--- config.mk ---
export PLATFORM = sky130hd
export DESIGN_NAME = control_unit
export DESIGN_NICKNAME = d
export VERILOG_FILES = /design/src/rtl/control_unit.sv
export SDC_FILE = /design/constraint.sdc
export NUM_CORES = 1
export LEC_CHECK = 0
export ABC_AREA = 0
export CAP_MARGIN = 20
export CORE_MARGIN = 5
export CORE_UTILIZATION = 29
export CTS_BUF_LIST = sky130_fd_sc_hd__clkbuf_4 sky130_fd_sc_hd__clkbuf_8 sky130_fd_sc_hd__clkbuf_16
export DETAILED_ROUTE_END_ITERATION = 7
export HOLD_SLACK_MARGIN = 0.06
export PLACE_DENSITY = 0.85
export SYNTH_ARGS = -nofsm -noshare
export SYNTH_HDL_FRONTEND = slang
export SYNTH_SLANG_ARGS = --single-unit
--- constraint.sdc ---
create_clock -name clk -period 2.3 [get_ports clk]
set_input_delay 0.46 -clock clk [delete_from_list [all_inputs] [get_ports clk]]
set_output_delay 0.46 -clock clk [all_outputs]
set_load 0.005 [all_outputs]
--- src/rtl/control_unit.sv ---
// Multi-cycle control FSM: sequences FETCH/EXEC/LDWB and decodes the RV32 subset
// (OP, OP-IMM, LOAD, STORE, LUI, JAL) into datapath and memory controls.
module control_unit #(
  parameter bit HALT_ON_ILLEGAL = 1'b1
) (
  input  logic        clk,
  input  logic        reset,
  input  logic        run,
  input  logic [31:0] instr,
  output logic        reg_WE,
  output logic        rs1_SEL,
  output logic        rs2_SEL,
  output logic        addrs_SEL,
  output logic        pc_EN,
  output logic        instr_EN,
  output logic        ALU_mem_EN,
  output logic        mem_in_EN,
  output logic        mem_WE,
  output logic [1:0]  reg_SEL,
  output logic [1:0]  pc_SEL,
  output logic [2:0]  imm_SEL,
  output logic [2:0]  mem_MODE,
  output logic [3:0]  ALU_MODE,
  output logic        halted,
  output logic        illegal
);

  localparam int unsigned OPC_W   = 7;
  localparam int unsigned F3_W    = 3;
  localparam int unsigned MODE_W  = 3;

  localparam logic [OPC_W-1:0] OPC_OP     = 7'b0110011;
  localparam logic [OPC_W-1:0] OPC_OP_IMM = 7'b0010011;
  localparam logic [OPC_W-1:0] OPC_STORE  = 7'b0100011;
  localparam logic [OPC_W-1:0] OPC_LOAD   = 7'b0000011;
  localparam logic [OPC_W-1:0] OPC_LUI    = 7'b0110111;
  localparam logic [OPC_W-1:0] OPC_JAL    = 7'b1101111;

  localparam logic [2:0] IMM_I = 3'b011;
  localparam logic [2:0] IMM_S = 3'b001;
  localparam logic [2:0] IMM_U = 3'b000;
  localparam logic [2:0] IMM_J = 3'b100;

  localparam logic [1:0] RSEL_MEM = 2'b00;
  localparam logic [1:0] RSEL_ALU = 2'b01;
  localparam logic [1:0] RSEL_PC4 = 2'b10;
  localparam logic [1:0] RSEL_IMM = 2'b11;

  localparam logic [1:0] PSEL_PC4 = 2'b00;
  localparam logic [1:0] PSEL_IMM = 2'b01;

  typedef enum logic [2:0] {
    ST_IDLE  = 3'd0,
    ST_FETCH = 3'd1,
    ST_EXEC  = 3'd2,
    ST_LDWB  = 3'd3,
    ST_HALT  = 3'd4
  } state_t;

  state_t              state;
  state_t              state_nxt;
  logic [OPC_W-1:0]    opcode;
  logic [F3_W-1:0]     funct3;
  logic [MODE_W-1:0]   mem_mode_dec;
  logic [MODE_W-1:0]   mem_mode_q;
  logic                ls_f3_ok;
  logic                is_ls;
  logic                opc_known;
  logic                illegal_op;
  logic                unused_instr_bits;

  assign opcode = instr[6:0];
  assign funct3 = instr[14:12];
  assign unused_instr_bits = ^{instr[31], instr[29:15], instr[11:7]};

  // Load/store width decode; unmapped funct3 values make the instruction illegal
  always_comb begin
    mem_mode_dec = '0;
    ls_f3_ok     = 1'b1;
    unique case (funct3)
      3'b010:  mem_mode_dec = 3'b000;
      3'b001:  mem_mode_dec = 3'b001;
      3'b000:  mem_mode_dec = 3'b010;
      3'b101:  mem_mode_dec = 3'b101;
      3'b100:  mem_mode_dec = 3'b110;
      default: ls_f3_ok     = 1'b0;
    endcase
  end

  // Legality of the instruction currently in the instruction register
  always_comb begin
    is_ls     = (opcode == OPC_LOAD) || (opcode == OPC_STORE);
    opc_known = (opcode == OPC_OP)   || (opcode == OPC_OP_IMM) || is_ls ||
                (opcode == OPC_LUI)  || (opcode == OPC_JAL);
    illegal_op = !opc_known || (is_ls && !ls_f3_ok);
  end

  // State register plus load width captured in EXEC for the writeback cycle
  always_ff @(posedge clk or negedge reset) begin
    if (!reset) begin
      state      <= ST_IDLE;
      mem_mode_q <= '0;
    end else begin
      state <= state_nxt;
      if (state == ST_EXEC) begin
        mem_mode_q <= mem_mode_dec;
      end
    end
  end

  // Next-state sequencing
  always_comb begin
    state_nxt = state;
    unique case (state)
      ST_IDLE:  state_nxt = run ? ST_FETCH : ST_IDLE;
      ST_FETCH: state_nxt = ST_EXEC;
      ST_EXEC: begin
        if (illegal_op && HALT_ON_ILLEGAL) begin
          state_nxt = ST_HALT;
        end else if (!illegal_op && (opcode == OPC_LOAD)) begin
          state_nxt = ST_LDWB;
        end else begin
          state_nxt = run ? ST_FETCH : ST_IDLE;
        end
      end
      ST_LDWB:  state_nxt = run ? ST_FETCH : ST_IDLE;
      ST_HALT:  state_nxt = ST_HALT;
      default:  state_nxt = ST_IDLE;
    endcase
  end

  // Control decode from state and instruction; IDLE (and thus reset) drives all zero
  always_comb begin
    reg_WE     = 1'b0;
    rs1_SEL    = 1'b0;
    rs2_SEL    = 1'b0;
    addrs_SEL  = 1'b0;
    pc_EN      = 1'b0;
    instr_EN   = 1'b0;
    ALU_mem_EN = 1'b0;
    mem_in_EN  = 1'b0;
    mem_WE     = 1'b0;
    reg_SEL    = RSEL_MEM;
    pc_SEL     = PSEL_PC4;
    imm_SEL    = IMM_U;
    mem_MODE   = '0;
    ALU_MODE   = '0;
    halted     = 1'b0;
    illegal    = 1'b0;
    unique case (state)
      ST_FETCH: begin
        addrs_SEL = 1'b1;
        instr_EN  = 1'b1;
        mem_in_EN = 1'b1;
      end
      ST_EXEC: begin
        if (illegal_op) begin
          illegal = 1'b1;
          if (!HALT_ON_ILLEGAL) begin
            pc_EN = 1'b1;
          end
        end else begin
          pc_EN = 1'b1;
          unique case (opcode)
            OPC_OP: begin
              reg_SEL  = RSEL_ALU;
              reg_WE   = 1'b1;
              ALU_MODE = {instr[30], funct3};
            end
            OPC_OP_IMM: begin
              rs2_SEL  = 1'b1;
              imm_SEL  = IMM_I;
              reg_SEL  = RSEL_ALU;
              reg_WE   = 1'b1;
              ALU_MODE = {(funct3 == 3'b101) & instr[30], funct3};
            end
            OPC_STORE: begin
              rs2_SEL    = 1'b1;
              imm_SEL    = IMM_S;
              ALU_mem_EN = 1'b1;
              mem_WE     = 1'b1;
              mem_MODE   = mem_mode_dec;
            end
            OPC_LOAD: begin
              pc_EN      = 1'b0;
              rs2_SEL    = 1'b1;
              imm_SEL    = IMM_I;
              ALU_mem_EN = 1'b1;
              mem_in_EN  = 1'b1;
              mem_MODE   = mem_mode_dec;
            end
            OPC_LUI: begin
              imm_SEL = IMM_U;
              reg_SEL = RSEL_IMM;
              reg_WE  = 1'b1;
            end
            OPC_JAL: begin
              imm_SEL = IMM_J;
              reg_SEL = RSEL_PC4;
              reg_WE  = 1'b1;
              pc_SEL  = PSEL_IMM;
            end
            default: ;
          endcase
        end
      end
      ST_LDWB: begin
        reg_SEL  = RSEL_MEM;
        reg_WE   = 1'b1;
        pc_EN    = 1'b1;
        pc_SEL   = PSEL_PC4;
        mem_MODE = mem_mode_q;
      end
      ST_HALT: halted = 1'b1;
      default: ;
    endcase
  end

endmodule

After elaboration in Yosys (flattened, before gate mapping) --
Index checks and enable logic that the tools add are counted.
Word-level totals: word-level logic and storage cells 80, bits in registers 6, input port bits 35, output and inout bits 25
Operators by class: multiplexer cells 43, bitwise operators 1, equal/unequal tests 14, reduce and logical (&&, ||, !) cells 20
Operator list (count):
- $mux W1 | 24
- $pmux W3 S4 | 2
- $eq A7 B6 Y1 const B | 3
- $mux W3 | 5
- $eq A3 B2 Y1 const B | 3
- $eq A3 B3 Y1 const B | 3
- $pmux W3 S3 | 1
- $mux W4 | 2
- $pmux W4 S2 | 1
- $reduce_or A2 Y1 | 4
- $eq A7 B2 Y1 const B | 1
- $eq A7 B5 Y1 const B | 1
- $eq A7 B7 Y1 const B | 1
- $eq A3 B1 Y1 const B | 2
- $logic_not A3 Y1 | 2
- $logic_or A1 B1 Y1 | 6
- $mux W2 | 3
- $pmux W1 S2 | 3
- $pmux W2 S3 | 1
- $pmux W3 S2 | 1
- $reduce_or A5 Y1 | 1
- $reduce_or A4 Y1 | 1
- $logic_not A1 Y1 | 3
- $reduce_or A3 Y1 | 1
- 2 further kinds | 3

Logic depth before layout (Yosys ltp) --
word-level depth 12, gate-level depth with buffers 5, gate-level depth less buffers 4

Worst setup path after synthesis --
No wires, ideal clock.
path kind input to output, from in instr[3], to out pc_EN, data required time 1.840 ns, buffers on the path 0, cell stages on the path 4, slack 0.250 ns, arrival time 1.590 ns, path through or3_4 or4_4 nand2_2 a22oi_1
On the way: word-level cells in the longest chain between the ends 9, elaborated cells between the ends (all ways) 17, classes of those cells 6 x eq/ne; 3 x mux; 8 x reduce/logical
Ends and longest elaborated chain:
- start, declared | RTL line 9 | input logic [31:0] instr,
- $eq A7 B6 Y1 (tied with other cells) | RTL line 93 | opc_known = (opcode == OPC_OP) || (opcode == OPC_OP_IMM) || is_ls ||
- $logic_or A1 B1 Y1, on equally long branches | RTL line 93, 92
- $logic_or A1 B1 Y1 (2 in a row) | RTL line 93
- $logic_or A1 B1 Y1 | RTL line 94 | (opcode == OPC_LUI) || (opcode == OPC_JAL);
- $logic_not A1 Y1 | RTL line 95 | illegal_op = !opc_known || (is_ls && !ls_f3_ok);
- $logic_or A1 B1 Y1 | RTL line 95
- $mux W1 (*) | RTL line 157 | if (illegal_op) begin
- $pmux W1 S2 (*) | RTL line 150 | unique case (state)
- end, declared | RTL line 14 | output logic pc_EN,
Every way passes the cells marked *; elsewhere a longest branch is shown, timed or not.

Final worst setup path --
Ends and elaborated chain as after synthesis.

==> impl_metrics.yaml <==
place:
  place_inst: 167
  place_congestion: 0.820
  port_buffers: 36
  hpwl_mm: 1.94
synth:
  yosys.area.top_type_share_pct: 24.2
  yosysTopAreaCell: "dfrtp_1"
  ys_warn_count: 0
  yosysMostFrequentCell: "nand2_1"
  syn_area_per_cell_um2: 7.39
  synth-edff-count: 0
  synth_area_leaders: "dfrtp_1 (24%), nand2_1 (7.3%), o21ai_0 (4.8%), a21o_1 (4.8%), buf_4 (4.8%)"
  synth_flop_cell: "dfrtp_1"
  ys_types: 37
  netlist_instances: 84
  syn-cell-area_um2: 621
  ys_ff_latch: 6
  synthTopCellsByCount: "nand2_1 (12), nor2_1 (7), dfrtp_1 (6), o21ai_0 (6), a21oi_1 (5)"
  ys_seq_area_share_pct: 24.2
  synthArstFlopShare_pct: 100
power_and_ir_drop:
  finalPower_w: 0.000840
  p_sw_w: 0.000325
  p_sw_share_pct: 38.7
  p_comb_share_pct: 67.2
  p_per_area_nw_per_um2: 618
  vdd_ir_drop_max_v: 0.000559
  leakage_nw: 0.694
  power_frac_clock_pct: 11.2
  power.internal_w: 0.000515
  sequentialPowerShare_pct: 21.6
drt:
  drt_iter0_drc: 22
  route.detailed.drc: 0
  drtPass1Iterations: 4
  vias_per_cell: 5.46
  drt-total-wl_mm: 3.28
  ant_nets: 0
  wire_per_inst_um: 17.3
  num_vias: 1037
final_layout:
  final_cells: 190
  area_delta_synth_final_pct: 119
  nets: 199
  layout-drive-gt1-share_pct: 51.9
job:
  cap_violations: 0
die:
  die_x_um: 56.3
  chipHeight_um: 56.3
  ios: 60
  fp.dieArea_um2: 3170
  rows: 16
  initial_utilization_pct: 31.0
  core_region_area_um2: 2000
critical_path:
  worstSetupPathType: "in -> out"
  endpoint_kind: "output pin"
  worstPathRequired_ps: 1840
  crit_path_start_kind: "input pin"
  critPathTopFamily: "simple AND/OR/NAND/NOR gates"
  cpMaxStageDelayCell: "or4_4"
  cp.arrival_ps: 1890
  critPathBufInv: 3
  critical_path.max_stage_delay_ps: 520
  cp_max_fo: 4
  cp_cell_sequence: "buf_8 > or3_4 > or4_4 > nand2_4 > buf_6 > a22oi_2 > buf_2"
outcome:
  violations: "negative setup slack"
  status: "finished with violations"
cts:
  worst_skew_pair.late_latency_ps: 240
  cts_root_buf: "clkbuf_4"
  cts_tree: "done"
  cts_sinks: 6
  numCtsBuffers: 3
  cts_max_level: 1
  cts_hold_buf: 0
  cts.path.max_buffers: 2
  clk_pin_slew_ps: 40
global_routing:
  overflow: 0
  grt_max_degree: 10
  grt_pass1_vias: 1043
  track_usage_pct: 19.5
  antenna_found_initial: 1
  grt_pass1_wl_mm: 4.83
sta:
  drv_slew: 0
  layout_min_cycle_time_ps: 2350
  rsz0062_at_grt: "yes"
  fin_ws_ps: -51.2
  hold_viol: 0
  fin_skew_ps: 4.69
  max_freq_ghz: 0.425
  setup_violations: 6
  min_period_over_period_pct: 102
min_path:
  hp-class: "in -> async"
## cell usage in the layout, fill, tap and decap left out, types with 4 or more instances in the layout
| cell | instances |
|---|---|
| buf_6 | 9 |
| nand2_1 | 10 |
| dlygate4sd2_1 | 10 |
| nor2_1 | 7 |
| buf_2 | 13 |
| a21o_1 | 4 |
| buf_4 | 36 |
| dfrtp_1 | 6 |
| clkdlybuf4s50_1 | 6 |
## worst reg2reg max path: cells and delay by family (launching register included)
kind / cells / cell delay [ps]
AOI/OAI and AO/OA: 1 / 60
buffers and inverters: 3 / 330
and+or+nand+nor: 3 / 840
DFF: 1 / 380
## layer usage
layer,track usage (%),up-vias,part of all wire [%]
li1,-,465,-
met1,17.9,488,32
met2,35.9,58,52
met3,6.19,26,7.2
met4,13.9,0,8.5
met5,0,-,0
## kinds of logic after synthesis
group | Yosys count | share of synthesized area, %
and+or+nand+nor | 43 | 40.9
AOI/OAI and AO/OA | 25 | 25.4
buffers and inverters | 8 | 7.46
DFF | 6 | 24.2
xor gates and xnor gates | 1 | 1.41
other | 1 | 0.604
## final timing paths
| path | from | to | slack [ps] | depth (start not counted) |
|---|---|---|---|---|
| worst min register to register | mem_mode_q[0] | mem_mode_q[0] | 480 | 2 |
| worst min-delay path | reset | state[0] | 450 | 1 |
| worst max-delay path | instr[3] | pc_EN | -50 | 7 |
| min in group clk | mem_mode_q[0] | mem_mode_q[0] | 480 | 2 |
| worst max register to register | state[2] | state[0] | 610 | 7 |
| max in group asynchronous | reset | mem_mode_q[0] | 1640 | 1 |
## stage by stage
stage | TNS, ps | area (µm²) | hold slack [ps] | setup WS (ps) | util [%]
floorplan | 0 | 624 | 164 | 250 | -
global placement | -11500 | 1170 | 464 | -711 | 58.3
detailed placement | -12250 | 1170 | 475 | -773 | 58.3
CTS | -30.9 | 1340 | 451 | -26.3 | 66.8
global route | -421 | 1360 | 475 | -78.4 | 67.9
finish | -210 | 1360 | 448 | -51.2 | 67.9
## flip-flops by register name (all words and copies together) (netlist names)
name	cells
state	3
mem_mode_q	3
## power by group through the flow
stage                     clock network (W)  registers [W]  logic, W
after global routing              0.0000998       0.000188  0.000601
after global placement                    0       0.000178  0.000430
after detailed placement                  0       0.000183  0.000441
after CTS                         0.0000963       0.000181  0.000523
final                             0.0000942       0.000182  0.000564
after floorplan                           0       0.000188  0.000197
## timing repair
action                                  CTS  global route
gates resized for setup                 101            15
pin swaps                                11             2
endpoints found under the setup margin   20            14
setup buffers                            18             1
## area by class of cell
class,instances,area [µm²]
antenna,1,2.50
clock buffer,3,22.5
fill,180,643
inverter,2,7.51
multi-input combinational,71,508
sequential,6,150
tap,27,33.8
timing repair buffer,80,634
No activity file was read; power rests on OpenSTA's default activity.
